<file path="config.mk">
export PLATFORM = sky130hd
export DESIGN_NAME = addsub_batch_acc
export DESIGN_NICKNAME = d
export VERILOG_FILES = /design/src/rtl/addsub_batch_acc_pkg.sv /design/src/rtl/addsub_ovf.sv /design/src/rtl/addsub_batch_acc.sv
export SDC_FILE = /design/constraint.sdc
export NUM_CORES = 1
export LEC_CHECK = 0
export CAP_MARGIN = 25
export CORE_UTILIZATION = 47
export DETAILED_ROUTE_END_ITERATION = 7
export PLACE_DENSITY = 0.85
export SETUP_SLACK_MARGIN = 0.4
export SLEW_MARGIN = 10
export SYNTH_ARGS = -nofsm -noshare
export SYNTH_HDL_FRONTEND = slang
export SYNTH_SLANG_ARGS = --single-unit
</file>
<file path="constraint.sdc">
create_clock -name clk -period 2.91 [get_ports clk]
set_input_delay 0.4365 -clock clk [delete_from_list [all_inputs] [get_ports clk]]
set_output_delay 0.4365 -clock clk [all_outputs]
set_load 0.02 [all_outputs]
</file>
<file path="src/rtl/addsub_batch_acc_pkg.sv">
// Shared types and constants for the batch accumulator and its add/subtract stage.
package addsub_batch_acc_pkg;

  typedef enum logic [1:0] {
    IDLE,
    ACCUM,
    EMIT
  } state_t;

  localparam logic OP_ADD = 1'b0;
  localparam logic OP_SUB = 1'b1;

  localparam int unsigned W_DFLT = 5;

  // Saturation limits for a w-bit two's-complement value, zero-extended to 32 bits.
  function automatic logic [31:0] maxpos(input int unsigned w);
    return (32'd1 << (w - 1)) - 32'd1;
  endfunction

  function automatic logic [31:0] maxneg(input int unsigned w);
    return 32'd1 << (w - 1);
  endfunction

endpackage

</file>
<file path="src/rtl/addsub_ovf.sv">
// Combinational W-bit ripple add/subtract with signed-overflow output.
module addsub_ovf
  import addsub_batch_acc_pkg::*;
#(
  parameter int unsigned W = W_DFLT
) (
  input  logic [W-1:0] a,
  input  logic [W-1:0] b,
  input  logic         sub,
  output logic [W-1:0] s,
  output logic         v
);

  logic [W-1:0] b_eff;
  logic [W:0]   c;

  always_comb begin
    b_eff = (sub == OP_ADD) ? b : ~b;
    c     = '0;
    c[0]  = sub;
    s     = '0;
    for (int unsigned i = 0; i < W; i++) begin
      s[i]   = a[i] ^ b_eff[i] ^ c[i];
      c[i+1] = (a[i] & b_eff[i]) | (c[i] & (a[i] ^ b_eff[i]));
    end
    // Overflow: carry out of the MSB disagrees with carry into it.
    v = c[W] ^ c[W-1];
  end

endmodule

</file>
<file path="src/rtl/addsub_batch_acc.sv">
// Batch accumulator: sums LEN signed add/sub operands, emits one result per batch
// with a sticky overflow flag over a valid/ready handshake.
module addsub_batch_acc
  import addsub_batch_acc_pkg::*;
#(
  parameter int unsigned W   = W_DFLT,
  parameter int unsigned LEN = 4,
  parameter int unsigned SAT = 0
) (
  input  logic         clk,
  input  logic         rst,
  input  logic         in_valid,
  output logic         in_ready,
  input  logic [W-1:0] in_data,
  input  logic         in_op,
  input  logic         flush,
  output logic         out_valid,
  input  logic         out_ready,
  output logic [W-1:0] out_data,
  output logic         out_ovf,
  output logic [3:0]   out_cnt
);

  localparam logic [W-1:0] SAT_POS = W'(maxpos(W));
  localparam logic [W-1:0] SAT_NEG = W'(maxneg(W));
  localparam logic [3:0]   LEN_C   = 4'(LEN);

  state_t       state_q;
  logic [W-1:0] acc_q;
  logic [3:0]   cnt_q;
  logic         sticky_q;
  logic         out_valid_q;
  logic [W-1:0] out_data_q;
  logic         out_ovf_q;
  logic [3:0]   out_cnt_q;

  logic [W-1:0] op_a;
  logic [W-1:0] sum;
  logic         ovf;
  logic [W-1:0] acc_d;
  logic [3:0]   cnt_d;
  logic         accept;

  assign in_ready = !rst && (state_q != EMIT);
  assign accept   = in_valid && in_ready;

  // IDLE always computes from zero so a fresh batch never sees stale state.
  assign op_a = (state_q == IDLE) ? '0 : acc_q;

  addsub_ovf #(.W(W)) u_addsub (
    .a  (op_a),
    .b  (in_data),
    .sub(in_op),
    .s  (sum),
    .v  (ovf)
  );

  always_comb begin
    acc_d = sum;
    if (ovf && (SAT != 0)) begin
      acc_d = op_a[W-1] ? SAT_NEG : SAT_POS;
    end
    cnt_d = (state_q == IDLE) ? 4'd1 : cnt_q + 4'd1;
  end

  always_ff @(posedge clk) begin
    if (rst) begin
      state_q     <= IDLE;
      acc_q       <= '0;
      cnt_q       <= '0;
      sticky_q    <= 1'b0;
      out_valid_q <= 1'b0;
      out_data_q  <= '0;
      out_ovf_q   <= 1'b0;
      out_cnt_q   <= '0;
    end else begin
      case (state_q)
        IDLE: begin
          if (accept) begin
            acc_q    <= acc_d;
            cnt_q    <= cnt_d;
            sticky_q <= ovf;
            if (cnt_d == LEN_C) begin
              state_q     <= EMIT;
              out_valid_q <= 1'b1;
              out_data_q  <= acc_d;
              out_ovf_q   <= ovf;
              out_cnt_q   <= cnt_d;
            end else begin
              state_q <= ACCUM;
            end
          end
        end
        ACCUM: begin
          if (accept) begin
            acc_q    <= acc_d;
            cnt_q    <= cnt_d;
            sticky_q <= sticky_q | ovf;
          end
          if ((accept && (cnt_d == LEN_C)) || flush) begin
            state_q     <= EMIT;
            out_valid_q <= 1'b1;
            out_data_q  <= accept ? acc_d : acc_q;
            out_ovf_q   <= sticky_q | (accept & ovf);
            out_cnt_q   <= accept ? cnt_d : cnt_q;
          end
        end
        EMIT: begin
          if (out_ready) begin
            state_q     <= IDLE;
            acc_q       <= '0;
            cnt_q       <= '0;
            sticky_q    <= 1'b0;
            out_valid_q <= 1'b0;
          end
        end
        default: state_q <= IDLE;
      endcase
    end
  end

  assign out_valid = out_valid_q;
  assign out_data  = out_data_q;
  assign out_ovf   = out_ovf_q;
  assign out_cnt   = out_cnt_q;

endmodule

</file>
Word-level counts from Yosys, hierarchy flattened
Index checks and enable logic that the tools add are counted.

Output and inout bits: 12. Bits in latches: 0. Input bits: 11. Logic and storage cells: 97. ROM bits: 0. Bits in writable memories: 0. Memories: 0. Register bits: 23.

Div/mod/pow operators: 0. Reduce and logical (&&, ||, !) cells: 15. Order comparisons: 0. Add/sub/neg operators: 1. Bitwise logic cells: 30. Muxes and demuxes: 34. Multipliers: 0. Shift-type cells: 0. Eq/ne operators: 9.

Operator list (count): 5-bit 2-to-1 mux (7); 4-bit 2-to-1 mux (6); 5-bit case mux with 2 select lines (2); 4-bit case mux with 2 select lines (2); 1-bit AND (11); 1-bit bitwise XOR (11); 2-bit inequality test (second input constant) (5); 1-bit 2-to-1 mux (9); 2-bit 2-to-1 mux (4); 4-bit AND reduction (2); 1-bit OR (7); 1-bit case mux with 3 select lines (2); 2-bit case mux with 3 select lines (1); 5-bit NOT (1); 5-bit AND reduction (1); 4-bit by 1-bit adder with 4-bit output (second input constant) (1); 4-bit by 3-bit == test with 1-bit output (second input constant) (1); 2-bit nonzero test (2); 1-bit logical AND (3); 3-bit AND reduction (1); 3-bit nonzero test (1); 2-bit by 1-bit == test with 1-bit output (second input constant) (1); 2-bit == test (second input constant) (1); 2-bit zero test (1); other kinds (6) (6).

Longest topological paths before layout
Word-level depth: 18. Mapped depth: 13. Gate-level depth less buffers: 12.

By module
From an unflattened synthesis, not the netlist that was laid out.

Cell total of the unflattened synthesis: 156. Area total of the unflattened synthesis: 1481.4 µm².

By module, submodules not included: addsub_batch_acc (sequential area each 460.4 µm², area each 1297.5 µm², times used 1, cells each 136); addsub_ovf (sequential area each 0.0 µm², area each 183.9 µm², times used 1, cells each 20).

Worst setup path before layout
Ideal clock, no wire load.

Path type: reg-to-reg. Start point: register state_q[0]. End point: register out_ovf_q, in the netlist out_ovf. Cell stages (with the launch flop): 14. Clock period less this slack: 3.071 ns. Data required time: 2.819 ns. Path buffers: 1. Data arrival time: 2.980 ns. Library setup time: 0.091 ns. Setup slack: -0.161 ns. Path through: dfxtp_1 > inv_1 > ha_1 > clkbuf_1 > inv_1 > a31oi_1 > fa_1 > fa_1 > inv_1 > fa_1 > fa_1 > xor2_1 > a22oi_1 > a311oi_1.

Cells in the longest elaborated chain, start to end: 18. Elaborated cells on any way between the ends: 42. Those cells by class: eq/ne (6); mux (6); bitwise (23); reduce/logical (7).

Ends and longest elaborated chain: from (decl) (line addsub_batch_acc.sv:28) `state_t state_q;`; from (signal assigned) (line addsub_batch_acc.sv:68) `state_q <= IDLE;`; from (signal assigned) (line addsub_batch_acc.sv:84) `state_q <= EMIT;`; from (signal assigned) (line addsub_batch_acc.sv:90) `state_q <= ACCUM;`; 2-bit zero test (line addsub_batch_acc.sv:48, addsub_batch_acc.sv:63, addsub_batch_acc.sv:77); 5-bit 2-to-1 mux (line addsub_batch_acc.sv:48) `assign op_a = (state_q == IDLE) ? '0 : acc_q;`; 1-bit bitwise XOR (line addsub_ovf.sv:24) `c[i+1] = (a[i] & b_eff[i]) | (c[i] & (a[i] ^ b_eff[i]));`; 1-bit AND (line addsub_ovf.sv:24); 1-bit OR (line addsub_ovf.sv:24); 1-bit AND (line addsub_ovf.sv:24); 1-bit OR (line addsub_ovf.sv:24); 1-bit AND (line addsub_ovf.sv:24); (+2 left out); 1-bit OR (line addsub_ovf.sv:24); 1-bit AND (line addsub_ovf.sv:24); 1-bit OR (line addsub_ovf.sv:24); 1-bit bitwise XOR (line addsub_ovf.sv:27) `v = c[W] ^ c[W-1];`; 1-bit AND (line addsub_batch_acc.sv:104) `out_ovf_q <= sticky_q | (accept & ovf);`; 1-bit OR (line addsub_batch_acc.sv:104); 1-bit 2-to-1 mux (line addsub_batch_acc.sv:100) `if ((accept && (cnt_d == LEN_C)) || flush) begin`; 1-bit case mux with 2 select lines (line addsub_batch_acc.sv:77) `case (state_q)`; to (signal assigned) (line addsub_batch_acc.sv:87) `out_ovf_q <= ovf;`; to (signal assigned) (line addsub_batch_acc.sv:104); to (decl) (line addsub_batch_acc.sv:34) `logic out_ovf_q;`.

Parallel ways exist; a longest one is shown, timed or not. The select of a mux whose other input is x is not followed. A chain may end at the register's enable or synchronous reset.

Worst setup path in the final report
Same ends and word-level chain as after synthesis.

==> metrics.txt <==
# TYPE chip_impl_metric gauge
chip_impl_metric{name="max_cap_violations",unit=""} 0
chip_impl_metric{name="htreeDepth",unit=""} 1
chip_impl_metric{name="vias_per_cell",unit=""} 6.24
chip_impl_metric{name="floorplan.io_pins",unit=""} 23
chip_impl_metric{name="slew-limit-headroom",unit="%"} 56.7
chip_impl_info{name="cells_traversed_along_the_worst_timing_path",value="inv_4 > ha_4 > inv_6 > a31oi_4 > fa_2 > fa_2 > inv_2 > fa_2 > fa_2 > xor2_4 > a22oi_2 > a311oi_1"} 1
chip_impl_metric{name="floorplan.die.width",unit="µm"} 56.9
chip_impl_metric{name="drt_wl_total",unit="mm"} 3.61
chip_impl_metric{name="nNetsFinal",unit=""} 214
chip_impl_metric{name="synth.avg_cell_area",unit="µm²"} 8.70
chip_impl_info{name="worst_path_max_delay_cell",value="sky130_fd_sc_hd__fa_2"} 1
chip_impl_metric{name="setup_viol",unit=""} 0
chip_impl_metric{name="area_enclosed_by_the_die_boundary",unit="mm²"} 0.00324
chip_impl_metric{name="port_buffers",unit=""} 22
chip_impl_metric{name="power.clock.fraction",unit="%"} 9.4
chip_impl_metric{name="grt_antenna_before_repair",unit=""} 0
chip_impl_metric{name="dp_worst_setup_slack",unit="ps"} -309
chip_impl_metric{name="period_share",unit="%"} 91.1
chip_impl_metric{name="max-vdd-ir-drop",unit="V"} 0.000426
chip_impl_info{name="worstSetupPathType",value="reg2reg"} 1
chip_impl_metric{name="sw_frac_of_total",unit="%"} 45.2
chip_impl_metric{name="grt_pass1_wl",unit="mm"} 5.72
chip_impl_metric{name="syn_inst",unit=""} 163
chip_impl_metric{name="total_power",unit="mW"} 1.63
chip_impl_metric{name="row_count",unit=""} 19
chip_impl_metric{name="worst-endpoint-arrival",unit="ps"} 2880
chip_impl_metric{name="layoutNonFillerInstCount",unit=""} 223
chip_impl_metric{name="cts.hold.buffers_added",unit=""} 0
chip_impl_metric{name="fin_hold_ws",unit="ps"} 483
chip_impl_metric{name="totalNegativeSetupSlack",unit="ps"} 0
chip_impl_info{name="worst_path_dominant_cell_family",value="adder cells"} 1
chip_impl_metric{name="drt-pass1-iter-count",unit=""} 6
chip_impl_metric{name="height_of_the_die",unit="µm"} 56.9
chip_impl_metric{name="share_seq_of_total_power",unit="%"} 28.2
chip_impl_metric{name="crit_path_max_incr_delay",unit="ps"} 400
chip_impl_metric{name="drt_iter0_drc",unit=""} 63
chip_impl_metric{name="post-place-cells",unit=""} 211
chip_impl_info{name="failed_checks",value="design-rule violations"} 1
chip_impl_metric{name="synth_top_area_share",unit="%"} 32.5
chip_impl_metric{name="ctsLongestPathBuffers",unit=""} 2
chip_impl_info{name="outcome",value="complete, but fails checks"} 1
chip_impl_metric{name="mappedNetlistArea",unit="mm²"} 0.00142
chip_impl_metric{name="core-area",unit="mm²"} 0.00281
chip_impl_info{name="ys_top_cells_by_area",value="sky130_fd_sc_hd__dfxtp_1, sky130_fd_sc_hd__fa_1, sky130_fd_sc_hd__a21oi_1"} 1
chip_impl_metric{name="postSynthNetCount",unit=""} 184
chip_impl_metric{name="wl_per_cell",unit="µm"} 16.2
chip_impl_metric{name="grt-ovfl-total",unit=""} 0
chip_impl_metric{name="ff_latch_count_synth",unit=""} 23
chip_impl_metric{name="power_frac_comb",unit="%"} 62.5
chip_impl_metric{name="timing.critical_path.fanout_max",unit=""} 4
chip_impl_metric{name="placed_cell_area",unit="mm²"} 0.00169
chip_impl_metric{name="syn_to_final_growth",unit="%"} 30.8
chip_impl_metric{name="final_hold_viol_count",unit=""} 0
chip_impl_metric{name="yosysWarnings",unit=""} 0
chip_impl_metric{name="antenna_cells_inserted",unit=""} 0
chip_impl_info{name="final_common_cell",value="sky130_fd_sc_hd__dfxtp_1"} 1
chip_impl_metric{name="stdcell_area",unit="mm²"} 0.00186
chip_impl_metric{name="initial_utilization",unit="%"} 50.6
chip_impl_metric{name="worstPathRequired",unit="ps"} 3140
chip_impl_metric{name="numCtsBuffers",unit=""} 3
chip_impl_metric{name="clock_sinks",unit=""} 23
chip_impl_metric{name="worst_pin_slew",unit="ps"} 645
chip_impl_info{name="hold_path.class",value="reg2reg"} 1
chip_impl_info{name="setup_repair_after_global_routing_missed_its_margin",value="true"} 1
chip_impl_info{name="synth.largest_area_cell",value="sky130_fd_sc_hd__dfxtp_1"} 1
chip_impl_metric{name="path_buf_inv",unit=""} 3
chip_impl_info{name="cts_tree",value="done"} 1
chip_impl_metric{name="grt_max_degree",unit=""} 26
chip_impl_metric{name="power.leakage",unit="nW"} 0.705
chip_impl_metric{name="power_report.internal_total",unit="mW"} 0.894
chip_impl_metric{name="clk_latency",unit="ps"} 320
chip_impl_metric{name="seq_area_frac_synth",unit="%"} 32.5
chip_impl_metric{name="ant_nets",unit=""} 0
chip_impl_metric{name="timing_max_transition_violations_final",unit=""} 0
chip_impl_info{name="worst_setup_path_start_kind",value="flop"} 1
chip_impl_metric{name="clk_pin_slew",unit="ps"} 140
chip_impl_metric{name="fin_ws",unit="ps"} 260
chip_impl_metric{name="clock-skew-final",unit="ps"} 10.3
chip_impl_info{name="top_library_cells_by_usage_in_the_layout_fill_and_taps_aside",value="sky130_fd_sc_hd__dfxtp_1, sky130_fd_sc_hd__clkdlybuf4s50_1, sky130_fd_sc_hd__nor2_1"} 1
chip_impl_metric{name="synth.distinct_cells",unit=""} 38
chip_impl_info{name="buffer_cell_driving_the_clock_tree_root",value="sky130_fd_sc_hd__clkbuf_4"} 1
chip_impl_metric{name="place_hpwl",unit="mm"} 2.44
chip_impl_metric{name="grt_pass1_vias",unit=""} 1244
chip_impl_metric{name="final_period_minus_worst_setup_slack",unit="ps"} 2650
chip_impl_info{name="most_used_cell_cp",value="sky130_fd_sc_hd__fa_2"} 1
chip_impl_metric{name="fmax",unit="GHz"} 0.377
chip_impl_metric{name="switching_power_summed_over_all_nets",unit="mW"} 0.738
chip_impl_metric{name="power_density",unit="mW/mm²"} 880
chip_impl_metric{name="vias",unit=""} 1391
chip_impl_metric{name="ratio_of_cells_with_drive_above_1_in_the_final_layout",unit="%"} 22.4
chip_impl_metric{name="overall_global_routing_resource_usage",unit="%"} 22.2
chip_impl_metric{name="globalplace.congestion",unit=""} 0.860
chip_impl_metric{name="r2r_setup_slack",unit="ps"} 260
chip_impl_metric{name="finish.utilization",unit="%"} 66.1
chip_impl_metric{name="drc",unit=""} 4
chip_impl_info{name="crit_path_end_kind",value="flop"} 1
## final timing paths
check	startpoint	end	cells after the start
setup / recovery	state_q[0]$_SDFFE_PP0P_	out_ovf$_SDFFE_PP0P_	12
hold / removal	out_data[2]$_SDFFE_PP0P_	out_data[2]$_SDFFE_PP0P_	2
setup reg to reg	state_q[0]$_SDFFE_PP0P_	out_ovf$_SDFFE_PP0P_	12
hold reg to reg	out_data[2]$_SDFFE_PP0P_	out_data[2]$_SDFFE_PP0P_	2
## cell families (layout without fill, tap and decap cells)
logic type	after synthesis	in the layout	synth area share [%]
buffers and inverters	16	45	7.05
DFF	23	23	32.5
xor gates and xnor gates	6	6	3.70
muxes	7	7	4.94
AOI/OAI and AO/OA	50	50	23.4
adders and majority gates	10	10	10.9
and+or+nand+nor	51	51	17.5
## layout make-up
cell class	instances	area, µm²
Clock inverter	1	5.00
Multi-Input combinational cell	124	973
Tap cell	31	38.8
Clock buffer	3	22.5
Fill cell	237	950
Inverter	5	28.8
Sequential cell	23	465
Timing Repair Buffer	36	322
## registers in the layout (all words and copies together) (netlist names)
register,cells
out_valid,1
out_ovf,1
state_q,2
out_data,5
sticky_q,1
cnt_q,4
acc_q,5
out_cnt,4
## worst reg2reg max path: cells and delay by family, from the launching register on
family                     cells  cell delay [ps]
buffers and inverters          3              150
DFF                            1              380
xor gates and xnor gates       1              200
AOI/OAI and AO/OA              3              460
adders and majority gates      5             1370
## power groups by stage
stage / registers, mW / logic [mW] / clock network [mW]
2_1_floorplan: 0.517 / 0.621 / 0
3_3_place_gp: 0.456 / 0.866 / 0
3_5_place_dp: 0.464 / 0.894 / 0
4_1_cts: 0.459 / 0.960 / 0.148
5_1_grt: 0.470 / 1.09 / 0.168
6_report: 0.460 / 1.02 / 0.153
## layer usage
metal | global-route usage (%) | up-vias | wire [µm] | share of wire [%]
li1 | - | 650 | - | -
met1 | 27.9 | 667 | 1500 | 42
met2 | 40.7 | 66 | 1840 | 51
met3 | 2.27 | 8 | 204 | 5.7
met4 | 5.57 | 0 | 53 | 1.5
met5 | 0 | - | 0 | 0
## cell usage after synthesis (all sizes together)
library cell and instances:
a32oi 1, o31ai 2, nor2b 8, nor3b 1, and2 1, xnor2 3
mux2i 7, a211oi 1, nor4 1, a31oi 3, a311oi 6, fa 4
o2111ai 2, o211ai 1, buf 5, a22oi 5, or3b 1, a21oi 16
nor3 5, nand2b 3, inv 5, xor2 3, a41o 1, nand2 8
a2111oi 1, dfxtp 23, a41oi 1, ha 6, o41ai 1, o21ai 9
nor2 17, clkbuf 6, nand3 6
## repair_timing
item	in CTS	in global routing
endpoints found under the hold margin	0	0
setup buffers	5	3
pin swaps	10	12
setup endpoints to repair	6	11
gates resized for setup	14	6
No activity file was read; power rests on OpenSTA's default activity.
